===== src/rtl/mag_window_stats.sv =====
// mag_window_stats: per-window statistics over N = 2**WIN_LOG2 accepted samples
// of a 7-bit unsigned magnitude stream (sum, peak, over-threshold count and
// saturated-sample count), presented with a one-cycle out_valid strobe.
// Optional feature: define WINDOW_MIN_EN to add out_min (window minimum).
module mag_window_stats #(
    parameter int         WIN_LOG2 = 4,
    parameter logic [6:0] THRESH   = 7'd100
) (
    input  logic                  clk,
    input  logic                  reset,
    input  logic                  clear,
    input  logic                  in_valid,
    input  logic [6:0]            in_mag,
    output logic                  out_valid,
    output logic [7+WIN_LOG2-1:0] out_sum,
    output logic [6:0]            out_max,
    output logic [WIN_LOG2:0]     out_over_cnt,
    output logic [WIN_LOG2:0]     out_sat_cnt,
`ifdef WINDOW_MIN_EN
    output logic [6:0]            out_min,
`endif
    output logic                  busy
);

    localparam int SW = 7 + WIN_LOG2;
    localparam int CW = WIN_LOG2 + 1;
    localparam logic [WIN_LOG2-1:0] LAST_IDX = {WIN_LOG2{1'b1}};
    localparam logic [WIN_LOG2-1:0] ONE_IDX  = {{(WIN_LOG2-1){1'b0}}, 1'b1};

    typedef enum logic [0:0] {
        IDLE  = 1'b0,
        ACCUM = 1'b1
    } state_t;

    state_t              state, state_nxt;
    logic [WIN_LOG2-1:0] cnt, cnt_nxt;
    logic [SW-1:0]       sum_acc, sum_nxt;
    logic [6:0]          max_acc, max_nxt;
    logic [CW-1:0]       over_acc, over_nxt;
    logic [CW-1:0]       sat_acc, sat_nxt;
`ifdef WINDOW_MIN_EN
    logic [6:0]          min_acc, min_nxt;
`endif
    logic                accept;
    logic                first;
    logic                done;

    // Next-state, sample counter and accumulator update for one accepted sample.
    always_comb begin
        state_nxt = state;
        cnt_nxt   = cnt;
        sum_nxt   = sum_acc;
        max_nxt   = max_acc;
        over_nxt  = over_acc;
        sat_nxt   = sat_acc;
`ifdef WINDOW_MIN_EN
        min_nxt   = min_acc;
`endif
        accept = in_valid & ~clear;
        // In IDLE the accumulators may hold stale values from an aborted
        // window; the first sample of a window always restarts them.
        first  = (state == IDLE);
        done   = accept & (state == ACCUM) & (cnt == LAST_IDX);

        if (accept) begin
            sum_nxt  = (first ? {SW{1'b0}} : sum_acc) + {{(SW-7){1'b0}}, in_mag};
            max_nxt  = (first || (in_mag > max_acc)) ? in_mag : max_acc;
            over_nxt = (first ? {CW{1'b0}} : over_acc)
                     + {{(CW-1){1'b0}}, (in_mag >= THRESH)};
            sat_nxt  = (first ? {CW{1'b0}} : sat_acc)
                     + {{(CW-1){1'b0}}, (in_mag == 7'd127)};
`ifdef WINDOW_MIN_EN
            min_nxt  = (first || (in_mag < min_acc)) ? in_mag : min_acc;
`endif
        end else begin
            sum_nxt  = sum_acc;
        end

        case (state)
            IDLE: begin
                if (accept) begin
                    state_nxt = ACCUM;
                    cnt_nxt   = ONE_IDX;
                end else begin
                    state_nxt = IDLE;
                end
            end
            ACCUM: begin
                if (clear) begin
                    state_nxt = IDLE;
                    cnt_nxt   = {WIN_LOG2{1'b0}};
                end else if (done) begin
                    state_nxt = IDLE;
                    cnt_nxt   = {WIN_LOG2{1'b0}};
                end else if (accept) begin
                    cnt_nxt   = cnt + ONE_IDX;
                end else begin
                    state_nxt = ACCUM;
                end
            end
            default: begin
                state_nxt = IDLE;
                cnt_nxt   = {WIN_LOG2{1'b0}};
            end
        endcase
    end

    // State, accumulators and registered outputs; results load on the Nth sample.
    always_ff @(posedge clk) begin
        if (!reset) begin
            state        <= IDLE;
            cnt          <= {WIN_LOG2{1'b0}};
            sum_acc      <= {SW{1'b0}};
            max_acc      <= 7'd0;
            over_acc     <= {CW{1'b0}};
            sat_acc      <= {CW{1'b0}};
            out_valid    <= 1'b0;
            out_sum      <= {SW{1'b0}};
            out_max      <= 7'd0;
            out_over_cnt <= {CW{1'b0}};
            out_sat_cnt  <= {CW{1'b0}};
            busy         <= 1'b0;
`ifdef WINDOW_MIN_EN
            min_acc      <= 7'd0;
            out_min      <= 7'd0;
`endif
        end else begin
            state     <= state_nxt;
            cnt       <= cnt_nxt;
            sum_acc   <= sum_nxt;
            max_acc   <= max_nxt;
            over_acc  <= over_nxt;
            sat_acc   <= sat_nxt;
            out_valid <= done;
            busy      <= (state_nxt == ACCUM);
`ifdef WINDOW_MIN_EN
            min_acc   <= min_nxt;
`endif
            if (done) begin
                out_sum      <= sum_nxt;
                out_max      <= max_nxt;
                out_over_cnt <= over_nxt;
                out_sat_cnt  <= sat_nxt;
`ifdef WINDOW_MIN_EN
                out_min      <= min_nxt;
`endif
            end else begin
                out_sum      <= out_sum;
            end
        end
    end

endmodule


===== config.mk =====
export PLATFORM = sky130hd
export DESIGN_NAME = mag_window_stats
export DESIGN_NICKNAME = d
export VERILOG_FILES = /design/src/rtl/mag_window_stats.sv
export SDC_FILE = /design/constraint.sdc
export NUM_CORES = 1
export LEC_CHECK = 0
export ABC_AREA = 1
export BUFFER_PORTS_ARGS = -buffer_cell sky130_fd_sc_hd__buf_2
export CAP_MARGIN = 10
export CORE_MARGIN = 3
export CORE_UTILIZATION = 50
export CTS_BUF_LIST = sky130_fd_sc_hd__clkbuf_4
export DETAILED_ROUTE_END_ITERATION = 8
export HOLD_SLACK_MARGIN = 0.02
export PLACE_DENSITY_LB_ADDON = 0.15
export SLEW_MARGIN = 20
export SYNTH_ARGS = -nofsm -noshare
export SYNTH_HDL_FRONTEND = slang
export SYNTH_SLANG_ARGS = --single-unit

===== constraint.sdc =====
create_clock -name clk -period 4.86 [get_ports clk]
set_input_delay 0 -clock clk [delete_from_list [all_inputs] [get_ports clk]]
set_output_delay 0 -clock clk [all_outputs]
set_load 0.02 [all_outputs]

# Yosys cells after proc, flatten, opt, wreduce, memory -nomap -nowiden
# Cells that the tools add are included.
[totals] register_bits=62 inputBits=11 output_inout_bits=30
[classes] addsub=4 order_cmp=2 n_eq_ne=4 mux=17 bitwise_logic=5 reduce_logical=2
[ops] operator="$mux 11" count=2
[ops] operator="$mux 5" count=4
[ops] operator="$mux 4" count=4
[ops] operator="$mux 7" count=2
[ops] operator="$add 11x7->11" count=1
[ops] operator="$add 5x1->5" count=2
[ops] operator="$pmux 4 s2" count=1
[ops] operator="$eq 7x7->1 const B" count=1
[ops] operator="$ge 7x7->1 const B" count=1
[ops] operator="$gt 7x7->1" count=1
[ops] operator="$add 4x1->4 const B" count=1
[ops] operator="$eq 4x4->1 const B" count=1
[ops] operator="$ne 4x2->1 const B" count=1
[ops] operator="$and 1x1->1" count=3
[ops] operator="$mux 1" count=3
[ops] operator="$ne 2x1->1 const B" count=1
[ops] operator="$not 1->1" count=2
[ops] operator="$pmux 1 s2" count=1
[ops] operator="$reduce_and 2->1" count=1
[ops] operator="$logic_or 1x1->1" count=1

# Logic depth before layout (Yosys ltp)
# Gate-level depths: netlist of run 1.
[depth] depth_word=7 depth_mapped=17 mapped_depth_nobuf=15

# Least setup slack after synthesis of run 1
# OpenSTA, ideal clock, no wires.
[synth_timing] path_kind="reg-to-reg" start="register state" end="register out_sum[10]" arrival_ps=2257 path_slack_ps=2484 path_stages_with_launch=16 synth_period_minus_slack_ps=2376 cell_sequence="dfxtp_1 -> buf_6 -> clkbuf_1 -> nand2_1 -> inv_1 -> ha_1 -> inv_1 -> fa_1 -> inv_1 -> nand2_1 -> o21ai_0 -> nand2_1 -> nand2_1 -> nand3b_1 -> nand2_1 -> a21oi_1"
[synth_between] elab_chain_len=3
[synth_rtl] item="start, declared" line_no="35" text="state_t state, state_nxt;"
[synth_rtl] item="start signal, assigned" line_no="128" text="state <= state_nxt;"
[synth_rtl] item="$mux 11" line_no="66" text="sum_nxt = (first ? {SW{1'b0}} : sum_acc) + {{(SW-7){1'b0}}, in_mag};"
[synth_rtl] item="$add 11x7->11" line_no="66"
[synth_rtl] item="$mux 11" line_no="65" text="if (accept) begin"
[synth_rtl] item="end signal, assigned" line_no="118" text="out_sum <= {SW{1'b0}};"
[synth_rtl] item="end signal, assigned" line_no="140" text="out_sum <= sum_nxt;"
[synth_rtl] item="end signal, assigned" line_no="148" text="out_sum <= out_sum;"
[synth_rtl] item="end, declared" line_no="15" text="output logic [7+WIN_LOG2-1:0] out_sum,"
# Several ways; a longest one is shown, not always the timed one.
# A chain may end at the register's enable or synchronous reset.

# Final worst setup path of run 1
[layout_timing] start="register state" end="register cnt[0]"
[layout_between] elab_chain_len=5
[layout_rtl] item="$and 1x1->1 (2 in a row)" line_no="63" text="done = accept & (state == ACCUM) & (cnt == LAST_IDX);"
[layout_rtl] item="$mux 4" line_no="92" text="end else if (done) begin"
[layout_rtl] item="$mux 4" line_no="89" text="if (clear) begin"
[layout_rtl] item="$pmux 4 s2" line_no="79" text="case (state)"
[layout_rtl] item="end signal, assigned" line_no="112" text="cnt <= {WIN_LOG2{1'b0}};"
[layout_rtl] item="end signal, assigned" line_no="129" text="cnt <= cnt_nxt;"
[layout_rtl] item="end, declared" line_no="36" text="logic [WIN_LOG2-1:0] cnt, cnt_nxt;"
# Several ways; a longest one is shown, not always the timed one.

==> results_dict.tcl, run 1 <==
set metrics [dict create \
    ioPinCount 41 \
    tritoncts "yes" \
    min-delay-start "in_valid" \
    routed_wl_um 6889 \
    start_util_pct 53.12 \
    dieArea_um2 7478 \
    final-setup-viol-count 0 \
    max_freq_mhz 394.5 \
    path_common_cell "inv_4" \
    critical_path.startpoint "state" \
    track_usage_pct 20.20 \
    drtPass1Iterations 5 \
    postSynthAreaPerCell_um2 7.376 \
    postRouteAntennaNets 0 \
    synth_seq_cells 62 \
    cts_made_buffers 9 \
    worst_setup_path_end_kind "flip-flop" \
    tns_ns 0 \
    tightest_slew_ns 0.6638 \
    wl_per_cell_um 12.21 \
    reg2reg_depth 8 \
    drt_iter0_drc 117 \
    synthSimpleGateAreaFrac_pct 27.47 \
    yosys_warnings 0 \
    rsz0062_at_grt "false" \
    holdWs_ns 0.09379 \
    synthFlopType "dfxtp_1" \
    synth_compound_area_share_pct 10.12 \
    period_needed_ns 2.535 \
    htreeDepth 3 \
    synth_edf_count 0 \
    muxShareOfSynthArea_pct 1.546 \
    dp_hpwl_um 4717 \
    gp_congestion 0.8548 \
    clock_skew_ns 0.01726 \
    required_ns 5.14 \
    leakage_nw 1.891 \
    crit_fanout 57 \
    drt-vias-per-instance 4.959 \
    r2r-end "cnt[0]" \
    synthesis.area_um2 3238 \
    cts.sinks 62 \
    layout.nets 515 \
    finalMaxSlewViolations 0 \
    r2r-start "state" \
    grt_max_degree 58 \
    min-delay-path-class "input port to flip-flop" \
    crit_path_top_delay_cell "dfxtp_1" \
    min_path_cells 4 \
    synth_cell_types 36 \
    drive_gt1_share_pct 14.52 \
    synth-seq-area-share_pct 38.33 \
    die_h_um 86.48 \
    cts_root_buf "clkbuf_4" \
    dieWidth_um 86.48 \
    p_per_area_nw_per_um2 279.1 \
    antenna_found_initial 0 \
    relSlewSlack_pct 55.69 \
    areaGrowthSynthToFinish_pct 12.79 \
    dp_cells 538 \
    grt_pass1_wl_um 12030 \
    overflow 0 \
    startpoint_type "flip-flop" \
    min_to "sum_acc[5]" \
    crit_path_cell_trace "inv_4, nor2_8, nand3_4, inv_4, nor2_1, nand2_1, a31oi_1, dlygate4sd3_1" \
    rows 28 \
    power_mw 1.019 \
    design.core.area_um2 6096 \
    synthAdderAreaFrac_pct 7.960 \
    cp.arrival_ns 2.82 \
    irDropWorstVdd_mv 0.1793 \
    grt_pass1_vias 2697 \
    synth-xor-area-share_pct 2.434 \
    r2r_setup_slack_ns 2.32 \
    hold_viol_final 0 \
    synth_top_family_by_area "simple AND/OR/NAND/NOR gates" \
    numPortBuffers 40 \
    fin_crit_sh_pct 52.16 \
    antennaDiodeCount 0 \
    drv_cap 0 \
    netlist_instances 439 \
    crit_type "flip-flop to flip-flop" \
    run_status "finished clean" \
    postSynth.asyncResetShare_pct 0 \
    final_cell_count_no_fill 564 \
    clk_pin_slew_ns 0.12 \
    clockBufferDepth 2 \
    syn_nets 470 \
    max_stage_delay_ns 0.76 \
    utilization_pct 59.91 \
    num_vias 2797 \
    post-route-drc-count 0 \
    clock_latency_ns 0.40 \
]
## sequential cells by signal, summed over array words and instances (netlist names)
name and count:
cnt 4, over_acc 5, max_acc 7, out_valid 1, out_max 7, sum_acc 11, out_sum 11, sat_acc 5
out_over_cnt 5, state 1, out_sat_cnt 5
## layer usage
layer / wire length (µm) / global-route usage (%) / vias to the layer above
li1: - / - / 1482
met1: 3325 / 27.14 / 1254
met2: 3208 / 31.57 / 50
met3: 257 / 4.087 / 11
met4: 98 / 8.499 / 0
met5: 0 / 0 / -
## Yosys cell counts (2+ instances only)
cell | instances | area, µm²
ha_1 | 19 | 237.7
inv_4 | 2 | 12.51
buf_6 | 4 | 45.04
buf_12 | 2 | 40.04
nand2_1 | 99 | 371.6
inv_2 | 4 | 15.01
nand4_1 | 4 | 25.02
a211oi_2 | 3 | 37.54
xor2_1 | 5 | 43.79
a21oi_1 | 27 | 135.1
buf_2 | 2 | 10.01
nand3_1 | 34 | 170.2
nand3b_1 | 3 | 22.52
nor2_1 | 59 | 221.5
mux2i_1 | 5 | 50.05
xnor2_1 | 4 | 35.03
dfxtp_1 | 62 | 1241
clkbuf_1 | 7 | 26.28
and3_1 | 2 | 12.51
o211ai_2 | 2 | 25.02
inv_1 | 59 | 221.5
a211oi_1 | 3 | 22.52
o21ai_0 | 15 | 75.07
## critical path, delay by kind of cell, from the launching register on
kind / cells / cell delay, ns
AND/OR/NAND/NOR: 4 / 0.48
AO/OA/AOI/OAI: 1 / 0.06
buffers and inverters: 3 / 1.12
flip-flops: 1 / 0.76
## how the worst max path moves through the flow
stage / end / cells after the start
2_1_floorplan: out_sum[10] / 15
3_3_place_gp: out_sum[8] / 13
3_5_place_dp: out_sum[8] / 13
4_1_cts: cnt[0] / 8
5_1_grt: out_sum[8] / 14
6_report: cnt[0] / 8
## power breakdown
group          switching [mW]  total (mW)  leakage, nW  internal, mW
Combinational          0.0590      0.0924         1.31        0.0334
Sequential            0.00774       0.525        0.502         0.517
Clock                   0.197       0.402       0.0810         0.205
## through the flow
| stage | area (µm²) | setup slack, ns |
|---|---|---|
| after global routing | 3652 | 2.014 |
| after global placement | 3396 | 2.451 |
| after CTS | 3652 | 2.303 |
| final | 3652 | 2.325 |
| after floorplan | 3238 | 2.484 |
| after detailed placement | 3396 | 2.382 |
## repair_timing
item / in CTS / in global routing
hold endpoints to repair: 28 / 0
hold buffers: 10 / 0
gates resized for setup: 0 / 0
endpoints found under the setup margin: 0 / 0
buffers inserted: 0 / 0
## placed cells by master (no fill, tap or decap), drive strengths merged
| cell | synthesis | layout |
|---|---|---|
| xnor2 | 4 | 4 |
| clkinvlp | 0 | 1 |
| ha | 19 | 19 |
| mux2i | 5 | 5 |
| nand4 | 4 | 4 |
| dfxtp | 62 | 62 |
| nand3 | 35 | 35 |
| nand3b | 3 | 3 |
| nor2 | 60 | 60 |
| clkbuf | 7 | 9 |
| a21oi | 27 | 27 |
| clkinv | 0 | 4 |
| nor3 | 1 | 1 |
| nand2 | 101 | 101 |
| a31oi | 1 | 1 |
| xor2 | 5 | 5 |
| o221a | 1 | 1 |
| o211ai | 3 | 3 |
| bufinv | 0 | 2 |
| o21ai | 15 | 15 |
| buf | 10 | 41 |
| a211oi | 6 | 6 |
| o21a | 1 | 1 |
| nor4 | 1 | 1 |
| fa | 1 | 1 |
| dlygate4sd3 | 0 | 10 |
| inv | 65 | 65 |
| and3 | 2 | 2 |
## cell families after synthesis
kind of cell    after synthesis
compound gates               54
xor+xnor                      9
fa+ha+maj                    20
buf+inv                      82
flops                        62
mux                           5
simple gates                207
## cell type report
type | count | area, µm²
Clock buffer | 9 | 67.56
Clock inverter | 7 | 88.84
Fill cell | 567 | 2444
Inverter | 65 | 249.0
Multi-Input combinational cell | 295 | 1604
Sequential cell | 62 | 1241
Tap cell | 75 | 93.84
Timing Repair Buffer | 51 | 307.8
No activity file was read; power rests on OpenSTA's default activity.
==> inputs of run 2 (changes only) <==
ABC_AREA = 0   (was 1)
clock period = 2.25 ns   (was 4.86 ns; I/O delays follow)
==> run 2 against run 1 <==
Effect of this change:
- first-iteration DRC count grew 15%
- combinational power increased by 110%
- final area fell by 1.5%
- final cell count down 14%
- worst hold slack improved by 0.37 ns
- worst setup slack got worse by 2.1 ns
- clock-buffer cell count unchanged
- core utilization rose by 3.5 points
- non-clock buffer count rose by 6
- synthesized area decreased by 6.2%
- largest cell class unchanged
==> results_dict.tcl, run 2 <==
set metrics [dict create \
    crit_type "flip-flop to flip-flop" \
    design_area_um2 3597 \
    clock_skew_ns 0.01572 \
    startpoint_type "flip-flop" \
    yosys_warnings 0 \
    dp_cells 459 \
    cts_setup_buffers 0 \
    p_per_area_nw_per_um2 634.9 \
    design.core.area_um2 5675 \
    rsz0062_at_grt "false" \
    dieWidth_um 83.93 \
    finalMaxSlewViolations 0 \
    drt-vias-per-instance 5.404 \
    ioPinCount 41 \
    grt_pass1_vias 2578 \
    required_ns 2.53 \
    power_mw 2.284 \
    grt_max_degree 31 \
    postSynthAreaPerCell_um2 8.435 \
    dpl_cell_area_um2 3314 \
    tns_ns 0 \
    cts_root_buf "clkbuf_4" \
    drtPass1Iterations 4 \
    post-route-drc-count 0 \
    tritoncts "yes" \
    run_status "finished clean" \
    worst_setup_path_end_kind "flip-flop" \
    gp_congestion 0.9096 \
    track_usage_pct 21.21 \
    fin_crit_sh_pct 91.35 \
    numPortBuffers 40 \
    postSynth.asyncResetShare_pct 0 \
    clockBufferDepth 2 \
    die_h_um 83.93 \
    htreeDepth 3 \
    utilization_pct 63.38 \
    drv_cap 0 \
    areaGrowthSynthToFinish_pct 18.46 \
    place_ws_ns 0.2042 \
    r2r_setup_slack_ns 0.19 \
    overflow 0 \
    netlist_instances 360 \
    drive_gt1_share_pct 16.22 \
    routed_wl_um 6770 \
    yosysTopAreaCellShare_pct 40.87 \
    synth_commonest_cells "dfxtp_1 (62), nor2_1 (48), a21oi_1 (28)" \
    cts.sinks 62 \
    antenna_found_initial 0 \
    yosysTopAreaCell "dfxtp_1" \
    final-setup-viol-count 0 \
    timing.final.ws_setup_ns 0.1947 \
    grt_pass1_wl_um 12080 \
    min-delay-path-class "flip-flop to flip-flop" \
    drt_iter0_drc 134 \
    leakage_nw 1.520 \
    synth_seq_cells 62 \
    start_util_pct 53.51 \
    wl_per_cell_um 13.96 \
    layout_commonest_cell "dfxtp_1" \
    synthesis.area_um2 3037 \
    layout.nets 439 \
    cp.arrival_ns 2.34 \
    syn_nets 391 \
    synth-seq-area-share_pct 40.87 \
    reg_top3 "out_sum (11), sum_acc (11)" \
    synth_cell_types 39 \
    final_cell_mix "dfxtp_1 (61), nor2_1 (48), buf_2 (40)" \
    final_cell_count_no_fill 485 \
    postRouteAntennaNets 0 \
    cts_made_buffers 9 \
    clock_latency_ns 0.41 \
    synth_edf_count 0 \
    holdWs_ns 0.4592 \
    irDropWorstVdd_mv 0.4299 \
    rows 27 \
    num_vias 2621 \
    clk_pin_slew_ns 0.12 \
    max_freq_mhz 486.6 \
    hold_viol_final 0 \
    antennaDiodeCount 0 \
    tightest_slew_ns 0.6189 \
    crit_fanout 6 \
    yosys-top-cells-area "dfxtp_1 (41%), ha_1 (7.8%), nor2_1 (5.9%)" \
    dp_hpwl_um 4756 \
    dieArea_um2 7044 \
    relSlewSlack_pct 58.74 \
    period_needed_ns 2.055 \
    synth.most_common_cell "dfxtp_1" \
    synthFlopType "dfxtp_1" \
]
[run 2: final cells by class]
type	instances	area, µm²
clock inverters	7	112.6
clock buffers	9	67.56
multi-input cells	264	1677
inverters	14	52.55
well taps	72	90.09
flip-flops and latches	62	1245
repair buffers	57	352.8
fillers	502	2078
[run 2: what timing repair did]
item / in CTS / in global routing
gates resized for setup: 0 / 1
hold buffers: 10 / 0
endpoints found under the hold margin: 19 / 0
setup endpoints to repair: 0 / 1
[run 2: per-layer routing]
metal  routed length (µm)  share of wire, %  up-vias  track usage, %
li1                     -                 -     1362               -
met1                 3309                49     1209           26.69
met2                 3137                46       42           34.78
met3                  245               3.6        8           5.429
met4                   78               1.2        0           8.041
met5                    0                 0        -               0
[run 2: cells by family after synthesis]
group	after synthesis	synth area share (%)
buf+inv	34	4.656
compound gates	89	17.72
fa+ha+maj	20	8.488
flops	62	40.87
xor+xnor	4	1.154
simple gates	134	21.51
mux	17	5.604
[run 2: power breakdown]
part	switching [mW]	total, mW	internal, mW
Sequential	0.00914	1.12	1.11
Combinational	0.117	0.195	0.0779
Clock	0.413	0.968	0.555
Total	0.539	2.28	1.74
[run 2: worst paths after layout]
check | startpoint | endpoint | depth (start not counted)
worst max-delay path | state | sum_acc[6] | 9
worst min-delay path | out_over_cnt[2] | out_over_cnt[2] | 2
worst max register to register | state | sum_acc[6] | 9
worst min register to register | out_over_cnt[2] | out_over_cnt[2] | 2
[run 2: critical path: stages (launching register included)]
cell	delay [ns]
dfxtp_4	0.37
and2_1	0.14
ha_1	0.20
inv_1	0.08
fa_2	0.22
nor2b_4	0.05
o31a_1	0.34
or3_1	0.38
nand3_1	0.10
a21oi_1	0.06
